File: src/rtl/dac_seg_sequencer.sv
// Sequencer for the segmented current-steering DAC driver: power-up/down, supply-fault
// shutdown, code handshake, saturation, binary/thermometer split and DWA unit rotation.
module dac_seg_sequencer #(
   parameter int WAKE_CYCLES = 16,
   parameter int NBIN        = 7,
   parameter int NTHERM      = 17,
   parameter int CODE_W      = 12
) (
   input  logic              clk,
   input  logic              rstb,
   input  logic              enable,
   input  logic              supply_ok,
   input  logic              dwa_en,
   input  logic [CODE_W-1:0] code,
   input  logic              code_valid,
   output logic              code_ready,
   output logic              pdb,
   output logic [NBIN-1:0]   datain,
   output logic [NBIN-1:0]   datainb,
   output logic [NTHERM-1:0] datatherm,
   output logic [NTHERM-1:0] datathermb,
   output logic [1:0]        state,
   output logic              sat,
   output logic              fault
);

   localparam int MAX_CODE = NTHERM * (2 ** NBIN) + (2 ** NBIN) - 1;
   localparam int K_W      = $clog2(NTHERM + 1);
   localparam int P_W      = $clog2(NTHERM);
   localparam int CNT_W    = $clog2(WAKE_CYCLES + 1);

   typedef enum logic [1:0] {
      ST_OFF  = 2'b00,
      ST_WAKE = 2'b01,
      ST_RUN  = 2'b10
   } state_t;

   function automatic logic [CODE_W-1:0] sat_code(input logic [CODE_W-1:0] c);
      if (c > CODE_W'(MAX_CODE)) return CODE_W'(MAX_CODE);
      return c;
   endfunction

   // k consecutive units starting at unit p, wrapping modulo NTHERM
   function automatic logic [NTHERM-1:0] therm_fill(input logic [K_W-1:0] k,
                                                    input logic [P_W-1:0] p);
      logic [NTHERM-1:0]   m;
      logic [2*NTHERM-1:0] r;
      for (int i = 0; i < NTHERM; i++) m[i] = (i < int'(k));
      r = {m, m} << p;
      return r[2*NTHERM-1:NTHERM];
   endfunction

   function automatic logic [P_W-1:0] ptr_adv(input logic [P_W-1:0] p,
                                              input logic [K_W-1:0] k);
      logic [K_W:0] s;
      s = (K_W+1)'(p) + (K_W+1)'(k);
      if (s >= (K_W+1)'(NTHERM)) s = s - (K_W+1)'(NTHERM);
      return P_W'(s);
   endfunction

   state_t             state_r, state_nxt;
   logic [CNT_W-1:0]   cnt, cnt_nxt;
   logic               fault_nxt;
   logic               ok_m, ok_s;
   logic [P_W-1:0]     ptr;

   logic [CODE_W-1:0]  code_p0;
   logic               dwa_p0;
   logic               vld_p0;
   logic [CODE_W-1:0]  c_p0;
   logic [K_W-1:0]     k_p0;
   logic [NTHERM-1:0]  therm_p0;

   assign state      = state_r;
   assign code_ready = (state_r == ST_RUN);

   always_ff @(posedge clk or negedge rstb) begin
      if (!rstb) begin
         ok_m    <= 1'b0;
         ok_s    <= 1'b0;
         state_r <= ST_OFF;
         cnt     <= '0;
         fault   <= 1'b0;
      end else begin
         ok_m    <= supply_ok;
         ok_s    <= ok_m;
         state_r <= state_nxt;
         cnt     <= cnt_nxt;
         fault   <= fault_nxt;
      end
   end

   // Supply loss outranks a dropped enable so the fault is always recorded
   always_comb begin
      state_nxt = state_r;
      cnt_nxt   = cnt;
      fault_nxt = fault;
      case (state_r)
         ST_OFF: begin
            cnt_nxt = '0;
            if (!enable) fault_nxt = 1'b0;
            if (enable && ok_s && !fault) state_nxt = ST_WAKE;
         end
         ST_WAKE, ST_RUN: begin
            if (!ok_s) begin
               state_nxt = ST_OFF;
               fault_nxt = 1'b1;
               cnt_nxt   = '0;
            end else if (!enable) begin
               state_nxt = ST_OFF;
               cnt_nxt   = '0;
            end else if (state_r == ST_WAKE) begin
               if (cnt == CNT_W'(WAKE_CYCLES - 1)) begin
                  state_nxt = ST_RUN;
                  cnt_nxt   = '0;
               end else begin
                  cnt_nxt = cnt + 1'b1;
               end
            end
         end
         default: begin
            state_nxt = ST_OFF;
            cnt_nxt   = '0;
         end
      endcase
   end

   // Stage p0: accepted code
   always_ff @(posedge clk) begin
      if (code_valid && code_ready) begin
         code_p0 <= code;
         dwa_p0  <= dwa_en;
      end
   end

   always_comb begin
      c_p0     = sat_code(code_p0);
      k_p0     = K_W'(c_p0 >> NBIN);
      therm_p0 = therm_fill(k_p0, dwa_p0 ? ptr : '0);
   end

   // Stage p1: driver outputs, true and complement from the same flops
   always_ff @(posedge clk or negedge rstb) begin
      if (!rstb) begin
         vld_p0     <= 1'b0;
         ptr        <= '0;
         pdb        <= 1'b0;
         datain     <= '0;
         datainb    <= '1;
         datatherm  <= '0;
         datathermb <= '1;
         sat        <= 1'b0;
      end else begin
         pdb    <= (state_nxt != ST_OFF);
         vld_p0 <= code_valid && code_ready && (state_nxt != ST_OFF);
         if (state_nxt == ST_OFF) begin
            ptr        <= '0;
            datain     <= '0;
            datainb    <= '1;
            datatherm  <= '0;
            datathermb <= '1;
            sat        <= 1'b0;
         end else if (vld_p0) begin
            datain     <= c_p0[NBIN-1:0];
            datainb    <= ~c_p0[NBIN-1:0];
            datatherm  <= therm_p0;
            datathermb <= ~therm_p0;
            sat        <= (code_p0 > CODE_W'(MAX_CODE));
            if (dwa_p0) ptr <= ptr_adv(ptr, k_p0);
         end
      end
   end

endmodule

File: config.mk
export PLATFORM = sky130hd
export DESIGN_NAME = dac_seg_sequencer
export DESIGN_NICKNAME = d
export VERILOG_FILES = /design/src/rtl/dac_seg_sequencer.sv
export SDC_FILE = /design/constraint.sdc
export NUM_CORES = 1
export LEC_CHECK = 0
export BUFFER_PORTS_ARGS = -buffer_cell sky130_fd_sc_hd__buf_2
export CORE_MARGIN = 2
export CORE_UTILIZATION = 40
export CTS_BUF_LIST = sky130_fd_sc_hd__clkbuf_8
export DETAILED_ROUTE_END_ITERATION = 7
export RECOVER_POWER = 50
export SYNTH_ARGS = -nofsm -noshare
export SYNTH_HDL_FRONTEND = slang
export SYNTH_SLANG_ARGS = --single-unit
export TNS_END_PERCENT = 20
File: constraint.sdc
create_clock -name clk -period 3.9 [get_ports clk]
set_input_delay 0.39 -clock clk [delete_from_list [all_inputs] [get_ports clk]]
set_output_delay 0.39 -clock clk [all_outputs]
set_load 0.01 [all_outputs]
Word-level counts from Yosys, hierarchy flattened --
Index checks and enable logic that the tools add are counted.
Operators by class: muxes and demuxes 32, magnitude comparators 19, $add $sub $neg 3, div/mod/pow operators 0, reduce and logical (&&, ||, !) cells 14, multipliers 0, bitwise gates (word level) 2, shift-type cells 1, equal/unequal tests 6
Operator list (count):
- $mux 17 | 4
- $mux 5 | 10
- $lt 4x5->1 const A | 8
- $shl 34x5->34 | 1
- $mux 7 | 4
- $mux 12 | 2
- $lt 3x5->1 const A | 4
- $not 17->17 | 1
- $gt 12x12->1 const B | 1
- $lt 1x5->1 const A | 2
- $lt 2x5->1 const A | 2
- $mux 2 | 5
- $reduce_bool 2->1 | 4
- $not 7->7 | 1
- $add 5x5->6 | 1
- $ge 6x5->1 const B | 1
- $add 5x1->5 const B | 1
- $eq 5x4->1 const B | 1
- $lt 5x5->1 const A | 1
- $mux 1 | 5
- $sub 5x5->5 const B | 1
- $logic_and 1x1->1 | 4
- $logic_not 2->1 | 2
- $ne 2x2->1 const B | 2
- other kinds (9) | 9
Word-level totals: latch bits 0, bits in registers 79, input bits 18, RAM bits 0, output and inout bits 54, memories kept 0, bits in read-only memories 0

Longest topological paths before layout --
depth after elaboration 9, gate-level depth with buffers 14, mapped depth without buffers 12

Least setup slack after synthesis --
OpenSTA, ideal clock, no wires.
path type register to register, start register code_p0[10], end register ptr[0], setup time 116 ps, setup slack 732 ps, buffers on the path 2, data arrival time 3052 ps, stages on the path, launching flop included 15, required time 3784 ps, period minus slack after synthesis 3168 ps, path through edfxtp_1 -> buf_6 -> or3_1 -> buf_2 -> nand2_1 -> nand2_1 -> ha_1 -> ha_1 -> a21o_1 -> a221oi_1 -> xnor2_1 -> o2111ai_1 -> a2111oi_0 -> a41oi_1 -> o311ai_0
On the way: longest elaborated chain between the ends 9, elaborated cells between the ends (all ways) 10, those cells by class add/sub: 2; order compare: 2; mux: 6
Ends and longest elaborated chain:
- from (decl) | line 67 | logic [CODE_W-1:0] code_p0;
- from (signal assigned) | line 131 | code_p0 <= code;
- $gt 12x12->1 | line 39 | if (c > CODE_W'(MAX_CODE)) return CODE_W'(MAX_CODE);
- $mux 1 | line 39
- $mux 12 * | line 40 | return c;
- $add 5x5->6 * | line 56 | s = (K_W+1)'(p) + (K_W+1)'(k);
- $sub 5x5->5 or $ge 6x5->1 (tied branches) | line 57 | if (s >= (K_W+1)'(NTHERM)) s = s - (K_W+1)'(NTHERM);
- $mux 5 * | line 57
- $mux 5 * | line 169 | if (dwa_p0) ptr <= ptr_adv(ptr, k_p0);
- $mux 5 * | line 163 | end else if (vld_p0) begin
- $mux 5 * | line 156 | if (state_nxt == ST_OFF) begin
- to (signal assigned) | line 169
- to (decl) | line 65 | logic [P_W-1:0] ptr;
Mark *: on every way between the ends. The rest lies on a longest branch, timed or not. The select of a mux whose other input is x is not followed. A chain may end at the register's enable or synchronous reset.

Worst setup path in the final report --
Same ends and word-level chain as after synthesis.

==> metrics.txt <==
status finished, violations left; failing checks capacitance limit, slew limit; Die W 114.7 um; Tot GR Track Use 22.65%; Synth area leader dfrtp_1; Layout area overhead 12.68%; 1st-iter DRT viols 463; Rel. slew slack -35.64%; setup TNS 0 ns; share of layout cells above drive strength 1 18.82%; cell area after synthesis 4906 um2; H-tree depth 3; TritonCTS Buffers 9; pwr dens 315.3 nW/um2; Die Area 13170 um2; Post-Route Skew 0.01410 ns; wire per inst 18.91 um; R2R Path Start code_p0[10]; die height 114.7 um; R2R setup slack 0.30 ns; time the worst path needs with I/O delays and setup 3.598 ns; Crit Path Max Fanout 8; total gr overflow 0; Design Power 1.743 mW; clock-pin slew on the worst setup and hold paths 0.09 ns; io pins 72; period utilisation layout 92.27%; Final Cell Area 5528 um2; ant diodes 0; via count 4672; Clock Sinks 79; pins over their slew limit 69; fill cell count 1170; Synth area leaders dfrtp_1 21%, dfstp_2 13%, edfxtp_1 8.0%, nand2_1 4.3%, nor2_1 4.3%; initial antenna violation count 0; Top FF cell, synth dfrtp_1; synth unique cells 79; number of synthesized flops with an enable pin 13; number of port buffers 71; net count after synthesis 584; # DRC 0; final setup fails 0; fin nets 636; first-pass GRT wire length 23420 um; GP Congestion 0.9107; drt first pass iters 5; pin count of the biggest net entering global routing 41; worst hold path class in -> reg; Fin. Hold Viols 0; Lkg Pwr 2.309 nW; Via-to-Cell Ratio 6.164; CTS Root Cell clkbuf_8; Yosys reg bits 79; synth warn 0; crit path capture type flip-flop; total routed wirelength 14340 um; Row Count 40; FMAX 277.9 MHz; hold path endpoint ok_m; HPWL Detailed 10070 um; slew at the pin closest to its max-slew limit 2.035 ns; CP required 4.15 ns; reg2reg end ptr[0]; synth cell count leaders 56 x nand2_1, 56 x nor2_1, 42 x dfrtp_1; CORE AREA 12010 um2; Worst EP arrival 3.85 ns; hold depth 1; maximum VDD drop 0.0003029 V; CTS Buffer Depth 2; Hold Startpoint supply_ok; RSZ-0062 raised after global routing no; share of the yosys chip area belonging to registers 42.23%; Async SR Flop Fraction 83.54%; Post-DRT Antenna Nets 0; Clock Latency Late Sink 0.37 ns; Syn Area/Cell 8.856 um2; TritonCTS clock tree built; Post-Syn Instances 554; Crit Path Category reg -> reg; Synth top area share 21.42%; vias in the first global route 4450; Initial Util 40.84%; placed cell area 5366 um2; crit path launch type flip-flop; worst r2r path cells 12; Max-Cap Viols 2
-- registers in the layout, indices dropped and copies added, names as in the netlist --
register and flops:
dwa_p0 1, state 2, sat 1, datain 7
datatherm 17, ok_s 1, pdb 1, vld_p0 1
fault 1, ptr 5, datainb 7, code_p0 12
ok_m 1, datathermb 17, cnt 5
-- power by group --
| group | leakage [nW] | internal (mW) | switching (mW) |
|---|---|---|---|
| Clock | 0.0982 | 0.291 | 0.299 |
| Sequential | 0.948 | 0.856 | 0.0175 |
| Combinational | 1.26 | 0.0712 | 0.208 |
| Total | 2.31 | 1.22 | 0.525 |
-- metal layers --
layer | vias up | part of all wire (%) | global-route usage (%)
met5 | - | 0 | 0
met4 | 0 | 1.9 | 7.309
met3 | 30 | 9.0 | 6.484
met2 | 235 | 44 | 33.89
met1 | 2236 | 45 | 31.86
li1 | 2171 | - | -
-- worst max-delay path by stage --
| stage | from | end | slack (ns) | cells past startpoint |
|---|---|---|---|---|
| finish | code_p0[10] | ptr[0] | 0.30 | 12 |
| global placement | code_p0[10] | ptr[0] | 0.59 | 12 |
| global route | code_p0[10] | ptr[0] | 0.11 | 12 |
| detailed placement | code_p0[10] | ptr[0] | 0.35 | 12 |
| CTS | code_p0[10] | ptr[0] | 0.33 | 12 |
| floorplan | code_p0[10] | ptr[0] | 0.73 | 14 |
-- critical path, cell delays in order, from the launching register on --
cell       delay, ns
edfxtp_1        0.38
or3_1           0.53
nand2_1         0.14
nand2_1         0.06
ha_1            0.22
ha_1            0.24
a21o_1          0.18
a221oi_1        0.43
xnor2_2         0.25
o2111ai_1       0.26
a2111oi_0       0.54
a41oi_1         0.12
o311ai_0        0.15
-- metrics by stage --
step / utilization [%] / worst slack, ns / std cells / hold slack [ns]
final: 46.02 / 0.3016 / 758 / 0.1305
after global routing: 46.02 / 0.1068 / 758 / 0.1004
after CTS: 46.24 / 0.3296 / 758 / 0.1064
after detailed placement: 44.68 / 0.3524 / 742 / 0.3389
after global placement: 44.68 / 0.5937 / 742 / 0.3363
after floorplan: - / 0.7319 / 554 / 0.09441
-- cells in the final DEF (no fill, tap or decap), types with 13 or more instances in the layout --
master and count:
nor3_1 21, dfstp_2 24, buf_4 15, o21ai_0 34
buf_2 47, a21oi_1 33, edfxtp_1 13, inv_1 17
nand2_1 56, dfrtp_1 42, clkbuf_1 25, nor2_1 56
nand3_1 18
-- what timing repair did --
item                                    4_1_cts  5_1_grt
setup buffers                                 0        0
resized for setup                             0        1
endpoints found under the setup margin        0        1
hold buffers                                  0        0
-- cell families (layout without fill, tap and decap cells) --
logic type,Yosys count,in the layout,share of synthesized area [%]
AOI/OAI and AO/OA,199,199,29.25
and+or+nand+nor,191,191,18.08
DFF,79,79,42.23
buffers and inverters,63,120,5.356
adders and majority gates,13,13,3.264
muxes,6,6,1.275
xor gates and xnor gates,3,3,0.5357
-- layout make-up --
cell class,instances,area [um2],share of cell area (%)
multi-input cells,412,2579,46.65
repair buffers,87,441.7,7.990
clock buffers,9,123.9,2.241
well taps,147,183.9,3.327
inverters,17,63.81,1.154
flip-flops and latches,79,2072,37.48
clock inverters,7,63.81,1.154
Note: power is estimated with default switching activity, not from simulation.
